File: src/rtl/tls_pkg.sv
// Shared types and constants for the traffic-light command path.
// Defaults here are the power-up durations the sequencer expects.
package tls_pkg;

    localparam int TLS_DW = 4;

    localparam logic [TLS_DW-1:0] TLS_DEF_G = 4'd5;
    localparam logic [TLS_DW-1:0] TLS_DEF_Y = 4'd2;
    localparam logic [TLS_DW-1:0] TLS_DEF_R = 4'd4;

    typedef enum logic [1:0] {
        INIT,
        IDLE,
        SETP
    } cfg_state_t;

endpackage

File: src/rtl/tls_debounce.sv
// 2-flop synchroniser plus run-length debouncer.
// Ports: clk, reset, din (raw) -> level (debounced), rise (1-cycle 0->1 pulse).
module tls_debounce #(
    parameter int DEB_CYC = 4
) (
    input  logic clk,
    input  logic reset,
    input  logic din,
    output logic level,
    output logic rise
);

    localparam int CW = $clog2(DEB_CYC + 1);

    logic          s1;
    logic          s2;
    logic [CW-1:0] cnt;

    // The level flips on the DEB_CYC-th consecutive differing sample.
    always_ff @(posedge clk) begin
        if (reset) begin
            s1    <= 1'b0;
            s2    <= 1'b0;
            level <= 1'b0;
            rise  <= 1'b0;
            cnt   <= '0;
        end else begin
            s1   <= din;
            s2   <= s1;
            rise <= 1'b0;
            if (s2 != level) begin
                if (cnt == CW'(DEB_CYC - 1)) begin
                    level <= s2;
                    rise  <= s2;
                    cnt   <= '0;
                end else begin
                    cnt <= cnt + CW'(1);
                end
            end else begin
                cnt <= '0;
            end
        end
    end

endmodule

File: src/rtl/tls_cmd_gen.sv
// Command generator feeding the traffic-light sequencer.
// Ports: cfg_* handshake in, ped_btn/emg raw in, Gout/Yout/Rout feedback in;
// Set/Stop/Jump/Gin/Yin/Rin to sequencer, cfg_ready/cfg_err/ped_pending status.
module tls_cmd_gen
    import tls_pkg::*;
#(
    parameter logic [TLS_DW-1:0] DEF_G     = TLS_DEF_G,
    parameter logic [TLS_DW-1:0] DEF_Y     = TLS_DEF_Y,
    parameter logic [TLS_DW-1:0] DEF_R     = TLS_DEF_R,
    parameter int                DEB_CYC   = 4,
    parameter int                MIN_GREEN = 3
) (
    input  logic              clk,
    input  logic              reset,
    input  logic              cfg_valid,
    output logic              cfg_ready,
    input  logic [TLS_DW-1:0] cfg_g,
    input  logic [TLS_DW-1:0] cfg_y,
    input  logic [TLS_DW-1:0] cfg_r,
    output logic              cfg_err,
    input  logic              ped_btn,
    input  logic              emg,
    input  logic              Gout,
    input  logic              Yout,
    input  logic              Rout,
    output logic              Set,
    output logic              Stop,
    output logic              Jump,
    output logic [TLS_DW-1:0] Gin,
    output logic [TLS_DW-1:0] Yin,
    output logic [TLS_DW-1:0] Rin,
    output logic              ped_pending
);

    localparam int GTW = $clog2(MIN_GREEN + 1);

    cfg_state_t        state;
    cfg_state_t        nxt;
    logic              accept;
    logic              cfg_ok;
    logic              set_nxt;
    logic              err_nxt;
    logic [TLS_DW-1:0] g_nxt;
    logic [TLS_DW-1:0] y_nxt;
    logic [TLS_DW-1:0] r_nxt;

    logic              emg_s1;
    logic              ped_lvl;
    logic              ped_rise;
    logic [GTW-1:0]    gt;
    logic [GTW-1:0]    gt_nxt;
    logic              jump_nxt;
    logic              rout_clr;
    logic              pend_nxt;

    // Yellow feedback and the debounced level carry no decisions here.
    logic unused_fb;
    assign unused_fb = ^{Yout, ped_lvl};

    assign accept = cfg_valid & cfg_ready;
    assign cfg_ok = (|cfg_g) & (|cfg_y) & (|cfg_r);

    // Config FSM: state register.
    always_ff @(posedge clk) begin
        if (reset) state <= INIT;
        else       state <= nxt;
    end

    // Config FSM: next state.
    always_comb begin
        nxt = state;
        unique case (state)
            INIT:    nxt = IDLE;
            IDLE:    if (accept && cfg_ok) nxt = SETP;
            SETP:    nxt = IDLE;
            default: nxt = INIT;
        endcase
    end

    // Config FSM: outputs (next values of registered outputs).
    always_comb begin
        set_nxt = 1'b0;
        err_nxt = 1'b0;
        g_nxt   = Gin;
        y_nxt   = Yin;
        r_nxt   = Rin;
        unique case (state)
            INIT: begin
                set_nxt = 1'b1;
                g_nxt   = DEF_G;
                y_nxt   = DEF_Y;
                r_nxt   = DEF_R;
            end
            IDLE: begin
                if (accept) begin
                    if (cfg_ok) begin
                        set_nxt = 1'b1;
                        g_nxt   = cfg_g;
                        y_nxt   = cfg_y;
                        r_nxt   = cfg_r;
                    end else begin
                        err_nxt = 1'b1;
                    end
                end
            end
            default: ;
        endcase
    end

    tls_debounce #(
        .DEB_CYC (DEB_CYC)
    ) u_ped (
        .clk   (clk),
        .reset (reset),
        .din   (ped_btn),
        .level (ped_lvl),
        .rise  (ped_rise)
    );

    // Green timer restarts whenever a Set goes out, so a fresh load
    // always gets a full minimum green before a Jump.
    always_comb begin
        if (!Gout || set_nxt)
            gt_nxt = '0;
        else if (gt >= GTW'(MIN_GREEN))
            gt_nxt = gt;
        else
            gt_nxt = gt + GTW'(1);
    end

    assign jump_nxt = ped_pending & Gout & (gt >= GTW'(MIN_GREEN))
                    & ~Stop & ~set_nxt & ~Jump;
    // A red already showing satisfies the request; held while stopped.
    assign rout_clr = ped_pending & Rout & ~Stop;
    // New press beats any clear on the same edge.
    assign pend_nxt = ped_rise | (ped_pending & ~jump_nxt & ~rout_clr);

    always_ff @(posedge clk) begin
        if (reset) begin
            Set         <= 1'b0;
            cfg_err     <= 1'b0;
            cfg_ready   <= 1'b0;
            Gin         <= DEF_G;
            Yin         <= DEF_Y;
            Rin         <= DEF_R;
            emg_s1      <= 1'b0;
            Stop        <= 1'b0;
            gt          <= '0;
            Jump        <= 1'b0;
            ped_pending <= 1'b0;
        end else begin
            Set         <= set_nxt;
            cfg_err     <= err_nxt;
            cfg_ready   <= (nxt == IDLE);
            Gin         <= g_nxt;
            Yin         <= y_nxt;
            Rin         <= r_nxt;
            emg_s1      <= emg;
            Stop        <= emg_s1;
            gt          <= gt_nxt;
            Jump        <= jump_nxt;
            ped_pending <= pend_nxt;
        end
    end

endmodule

File: config.mk
export PLATFORM = sky130hd
export DESIGN_NAME = tls_cmd_gen
export DESIGN_NICKNAME = d
export VERILOG_FILES = /design/src/rtl/tls_pkg.sv /design/src/rtl/tls_debounce.sv /design/src/rtl/tls_cmd_gen.sv
export SDC_FILE = /design/constraint.sdc
export NUM_CORES = 1
export LEC_CHECK = 0
export CELL_PAD_IN_SITES_DETAIL_PLACEMENT = 1
export CELL_PAD_IN_SITES_GLOBAL_PLACEMENT = 2
export CORE_MARGIN = 2
export CORE_UTILIZATION = 30
export DETAILED_ROUTE_END_ITERATION = 8
export PLACE_DENSITY_LB_ADDON = 0.2
export SETUP_SLACK_MARGIN = 0.5
export SLEW_MARGIN = 5
export SYNTH_ARGS = -nofsm -noshare
export SYNTH_HDL_FRONTEND = slang
export SYNTH_HIERARCHICAL = 1
export SYNTH_SLANG_ARGS = --single-unit
File: constraint.sdc
create_clock -name clk -period 2.2 [get_ports clk]
set_input_delay 0.44 -clock clk [delete_from_list [all_inputs] [get_ports clk]]
set_output_delay 0.44 -clock clk [all_outputs]
set_load 0.1 [all_outputs]
* Word-level counts from Yosys, hierarchy flattened
Cells that the tools add are included.
Storage, ports and cells: bits of input ports 20, word-level logic and storage cells 79, register bits after elaboration 30, output and inout port bits 18
Operators by class: reduce and logical (&&, ||, !) cells 15, mux-type cells 15, equal/unequal tests 7, bitwise logic cells 22, order comparisons 1, $add $sub $neg 2
Operator list (number):
- two-way mux 4 bit | 6
- case mux 4 bit (2 select lines) | 3
- AND 1 bit | 12
- OR reduction 4 bit | 3
- inverter 1 bit | 9
- OR reduction 3 bit | 3
- == test 2 x 1 -> 1 bit, second input constant | 2
- inequality test 2 bit, second input constant | 2
- case mux 2 bit (2 select lines) | 1
- OR reduction 2 bit | 2
- adder 3 x 1 -> 3 bit, second input constant | 1
- == test 3 x 2 -> 1 bit, second input constant | 1
- two-way mux 1 bit | 3
- AND reduction 3 bit | 1
- adder 2 x 1 -> 2 bit, second input constant | 1
- == test 2 bit, second input constant | 1
- greater-or-equal comparator 2 bit, second input constant | 1
- zero test 2 bit | 1
- two-way mux 2 bit | 1
- case mux 1 bit (2 select lines) | 1
- AND reduction 2 bit | 1
- nonzero test 2 bit | 1
- logical AND 1 bit | 1
- zero test 1 bit | 1
- 3 further kinds | 3

* Longest topological paths before layout
depth after elaboration 13, gate-level depth with buffers 4

* By module
Netlist, hierarchy kept.
Modules (own cells, without submodules):
- tls_cmd_gen | cells each 96, area each 974.7 sq um, times used 1, seq. area each 460.4 sq um
- tls_debounce | cells each 19, area each 244.0 sq um, times used 1, seq. area each 140.1 sq um

* Worst setup path before layout
Ideal clock, no wire load.
path kind flip-flop to flip-flop, start point reg cfg_ready, end point reg Gin[0], arrival 1931 ps, clock period less this slack 2003 ps, path slack 197 ps, path buffers 0, stages on the path, launching flop included 4, cell sequence dfxtp_1 nand3b_1 o41ai_4 mux2i_1
On the way: word-level cells in the longest chain between the ends 3
RTL lines:
- from (decl) | RTL line tls_cmd_gen.sv:16 | output logic cfg_ready,
- from (signal assigned) | RTL line tls_cmd_gen.sv:154 | cfg_ready <= (nxt == IDLE);
- AND 1 bit | RTL line tls_cmd_gen.sv:60 | assign accept = cfg_valid & cfg_ready;
- inequality test 2 bit (no source line)
- AND reduction 3 bit (no source line)
- to (signal assigned) | RTL line tls_cmd_gen.sv:155 | Gin <= g_nxt;
- to (decl) | RTL line tls_cmd_gen.sv:29 | output logic [TLS_DW-1:0] Gin,
Every way passes these cells. A chain may end at the register's enable or synchronous reset.

* Final worst setup path
start point in cfg_r[2], end point reg ped_pending
On the way: word-level cells in the longest chain between the ends 12
RTL lines:
- from (decl) | RTL line tls_cmd_gen.sv:19 | input logic [TLS_DW-1:0] cfg_r,
- OR reduction 4 bit | RTL line tls_cmd_gen.sv:61 | assign cfg_ok = (|cfg_g) & (|cfg_y) & (|cfg_r);
- AND 1 bit | RTL line tls_cmd_gen.sv:61
- two-way mux 1 bit | RTL line tls_cmd_gen.sv:96 | if (cfg_ok) begin
- two-way mux 1 bit | RTL line tls_cmd_gen.sv:95 | if (accept) begin
- case mux 1 bit (2 select lines) | RTL line tls_cmd_gen.sv:87 | unique case (state)
- inverter 1 bit | RTL line tls_cmd_gen.sv:132 | & ~Stop & ~set_nxt & ~Jump;
- AND 1 bit (2 in a row) | RTL line tls_cmd_gen.sv:132
- inverter 1 bit | RTL line tls_cmd_gen.sv:136 | assign pend_nxt = ped_rise | (ped_pending & ~jump_nxt & ~rout_clr);
- AND 1 bit (2 in a row) | RTL line tls_cmd_gen.sv:136
- OR 1 bit | RTL line tls_cmd_gen.sv:136
- to (signal assigned) | RTL line tls_cmd_gen.sv:162 | ped_pending <= pend_nxt;
- to (decl) | RTL line tls_cmd_gen.sv:32 | output logic ped_pending
Every way passes these cells.

==> impl_metrics.csv <==
group,metric,value,unit
outcome,outcome,"complete, no violations",
sta,finalCritPeriodShare,0.751,
global_route,grt_max_degree,16,
pwr,p_comb_frac,0.200,
floorplan,die_area,4590,um2
synthesis,synth_edf_count,0,
floorplan,dieHeight,67.7,um
pwr,pwr-share-clk,0.430,
sta,setup-tns-final,0,ns
clocking,clock-sinks,30,
synthesis,async_flop_share,0,
sta,period_needed,1.65,ns
pwr,p_leak,0.739,nW
synthesis,synth_top_area_share,0.493,
drt,vias_per_cell,4.69,
sta,worstMarginPinSlew,0.416,ns
worst_setup_path,reg2reg_to,"Yin[1]",
synthesis,synthFlopType,"dfxtp_1",
drt,vias,1014,
worst_setup_path,reg2regPathDepth,4,
synthesis,ys_ff_latch,30,
synthesis,synthTopCellsByArea,"dfxtp_1 49%, nor4_4 5.2%, mux2i_1 4.9%",
global_route,antenna_found_initial,0,
worst_setup_path,r2r_start,"state[1]",
clocking,path_clk_slew,0.06,ns
worst_hold_path,min_to,"u_ped/cnt[0]",
worst_setup_path,startpoint_type,"primary input",
worst_setup_path,critPathRequiredTime,2.37,ns
sta,fmax,605,MHz
global_route,use_met1,0.152,
cells_and_area,fin_nets,188,
synthesis,syn_inst,115,
global_route,grt_use_met3,0.0583,
worst_setup_path,critPathKind,"in -> reg",
pwr,netSwitchingPower,0.000427,W
sta,rsz0062_at_grt,"no",
worst_setup_path,rrSetupSlack,0.76,ns
sta,finalHoldViolCount,0,
place,hpwl,2190,um
sta,maxSlewHeadroom,0.721,
drt,drtPass1Iterations,3,
pwr,vdd_drop_max,0.420,mV
global_route,grt_overflow,0,
global_route,grt_use_met2,0.240,
worst_hold_path,hold_path_depth,1,
cells_and_area,area_growth,47.3,%
place,portBuffers,36,
cells_and_area,final_cell_mix,"29 x dfxtp_1, 27 x buf_4, 12 x dlygate4sd2_1, 10 x inv_1, 10 x nand2_1",
global_route,grt_pass1_wl,4650,um
synthesis,ys_seq_area_frac,0.493,
global_route,busiest_layer,"met2",
clocking,cts_tree,"done",
drt,drt_drc_violations_left,0,
clocking,cts-root-buf,"clkbuf_8",
floorplan,pin_count,38,
floorplan,core_area,3940,um2
cells_and_area,num_antenna_cells,0,
drt,wl_per_cell,13.0,um
synthesis,synth_area,1220,um2
floorplan,start_util,0.309,
synthesis,yosysTopAreaCell,"dfxtp_1",
clocking,h-tree-depth,2,
pwr,p_seq_frac,0.370,
job,max-cap-violations,0,
sta,fin_hold_ws,0.436,ns
synthesis,synth.distinct_cells,31,
drt,routed_wl,2800,um
clocking,insertion_delay,0.28,ns
synthesis,synth_fp_nets,138,
pwr,p_per_area,885,nW/um2
worst_setup_path,critPathCaptureType,"register",
sta,drv_slew,0,
pwr,swShare,0.269,
worst_hold_path,hold_path.class,"reg -> reg",
place,post-place-ws,0.0591,ns
floorplan,die_w,67.7,um
floorplan,rows,23,
worst_hold_path,hp-start,"u_ped/cnt[0]",
clocking,cts_made_buffers,5,
sta,skew,0.00347,ns
cells_and_area,final_common_cell,"dfxtp_1",
synthesis,ys_warn_count,6,
cells_and_area,drive_gt1_frac,0.289,
clocking,clk_path_buf_depth,2,
drt,antenna_left,0,
worst_setup_path,cp.arrival,1.82,ns
synthesis,postSynthAreaPerCell,10.6,um2
pwr,power.internal,0.00116,W
sta,setup_viol,0,
sta,finalWorstSetupSlack,0.547,ns
place,gp_congestion,0.690,
worst_setup_path,cp_max_fo,7,
global_route,grt_pass1_vias,1061,
drt,drt_iter0_drc,40,
global_route,grtUsageTotal,0.141,
[kinds of logic after synthesis]
group / Yosys count / synth area share
simple gates: 46 / 0.258
mux: 6 / 0.0493
fa+ha+maj: 3 / 0.0308
buf+inv: 13 / 0.0411
flops: 30 / 0.493
compound gates: 15 / 0.114
xor+xnor: 2 / 0.0144
[synthesized netlist by cell type (all sizes together) (2+ instances only)]
master and number:
nor3 4, dfxtp 30, ha 3, nor2 7, nand2 10, o41ai 2, clkbuf 2, nor4 5
nor3b 6, mux2i 6, nor2b 5, nand2b 2, o22ai 8, o2bb2ai 2, inv 10
[sequential cells by signal, indices dropped and copies added, names as in the netlist]
| name | count |
|---|---|
| gt | 2 |
| Yin | 4 |
| u_ped/level | 1 |
| Set | 1 |
| Jump | 1 |
| u_ped/s2 | 1 |
| emg_s1 | 1 |
| cfg_ready | 1 |
| cfg_err | 1 |
| Stop | 1 |
| u_ped/s1 | 1 |
| Gin | 4 |
| u_ped/cnt | 3 |
| Rin | 4 |
| state | 2 |
| ped_pending | 1 |
| u_ped/rise | 1 |
[per-stage QoR]
stage / instances / utilization / instance area [um2] / total power (W)
6_report: 216 / 0.455 / 1800 / 0.00159
5_1_grt: 216 / 0.455 / 1800 / 0.00166
4_1_cts: 214 / 0.451 / 1780 / 0.00161
3_5_place_dp: 203 / 0.412 / 1620 / 0.000913
3_3_place_gp: 203 / 0.412 / 1620 / 0.000908
2_1_floorplan: 115 / - / 1220 / 0.000808
[final cells by class]
class / count / area (um2)
multi-input combinational: 72 / 572
tap: 50 / 62.6
sequential: 30 / 602
clock buffer: 6 / 82.6
clock inverter: 2 / 60.1
fill: 432 / 2150
inverter: 10 / 37.5
timing repair buffer: 46 / 379
[per-layer routing]
| layer | share of wire | wire length (um) |
|---|---|---|
| met5 | 0 | 0 |
| met4 | 0.018 | 49 |
| met3 | 0.064 | 179 |
| met2 | 0.52 | 1470 |
| met1 | 0.39 | 1100 |
[power groups by stage]
stage	registers (W)	clock network, W	logic [W]
after global routing	0.000591	0.000730	0.000337
after floorplan	0.000721	0	0.0000875
after global placement	0.000599	0	0.000309
final	0.000587	0.000683	0.000318
after CTS	0.000588	0.000700	0.000317
after detailed placement	0.000600	0	0.000313
[worst max-delay path by stage]
stage | from | endpoint | slack [ns] | cells past startpoint
6_report | cfg_r[2] | ped_pending | 0.55 | 5
5_1_grt | cfg_valid | Rin[2] | 0.52 | 5
4_1_cts | cfg_r[2] | ped_pending | 0.54 | 5
3_5_place_dp | cfg_y[1] | ped_pending | 0.06 | 4
3_3_place_gp | cfg_y[1] | ped_pending | 0.08 | 4
2_1_floorplan | cfg_ready | Gin[0] | 0.55 | 3
[critical path, stage by stage]
cell and delay, ns:
dlygate4sd2_1 0.28, nor4_4 0.46, o41ai_4 0.15, buf_6 0.15, o311a_1 0.34
[timing repair]
action / in CTS / in global routing
hold buffers: 0 / 0
pin swaps: 4 / 1
setup buffers: 3 / 2
cloned: 0 / 0
setup endpoints to repair: 17 / 2
resized for setup: 13 / 1
Note: power is estimated with default switching activity, not from simulation.
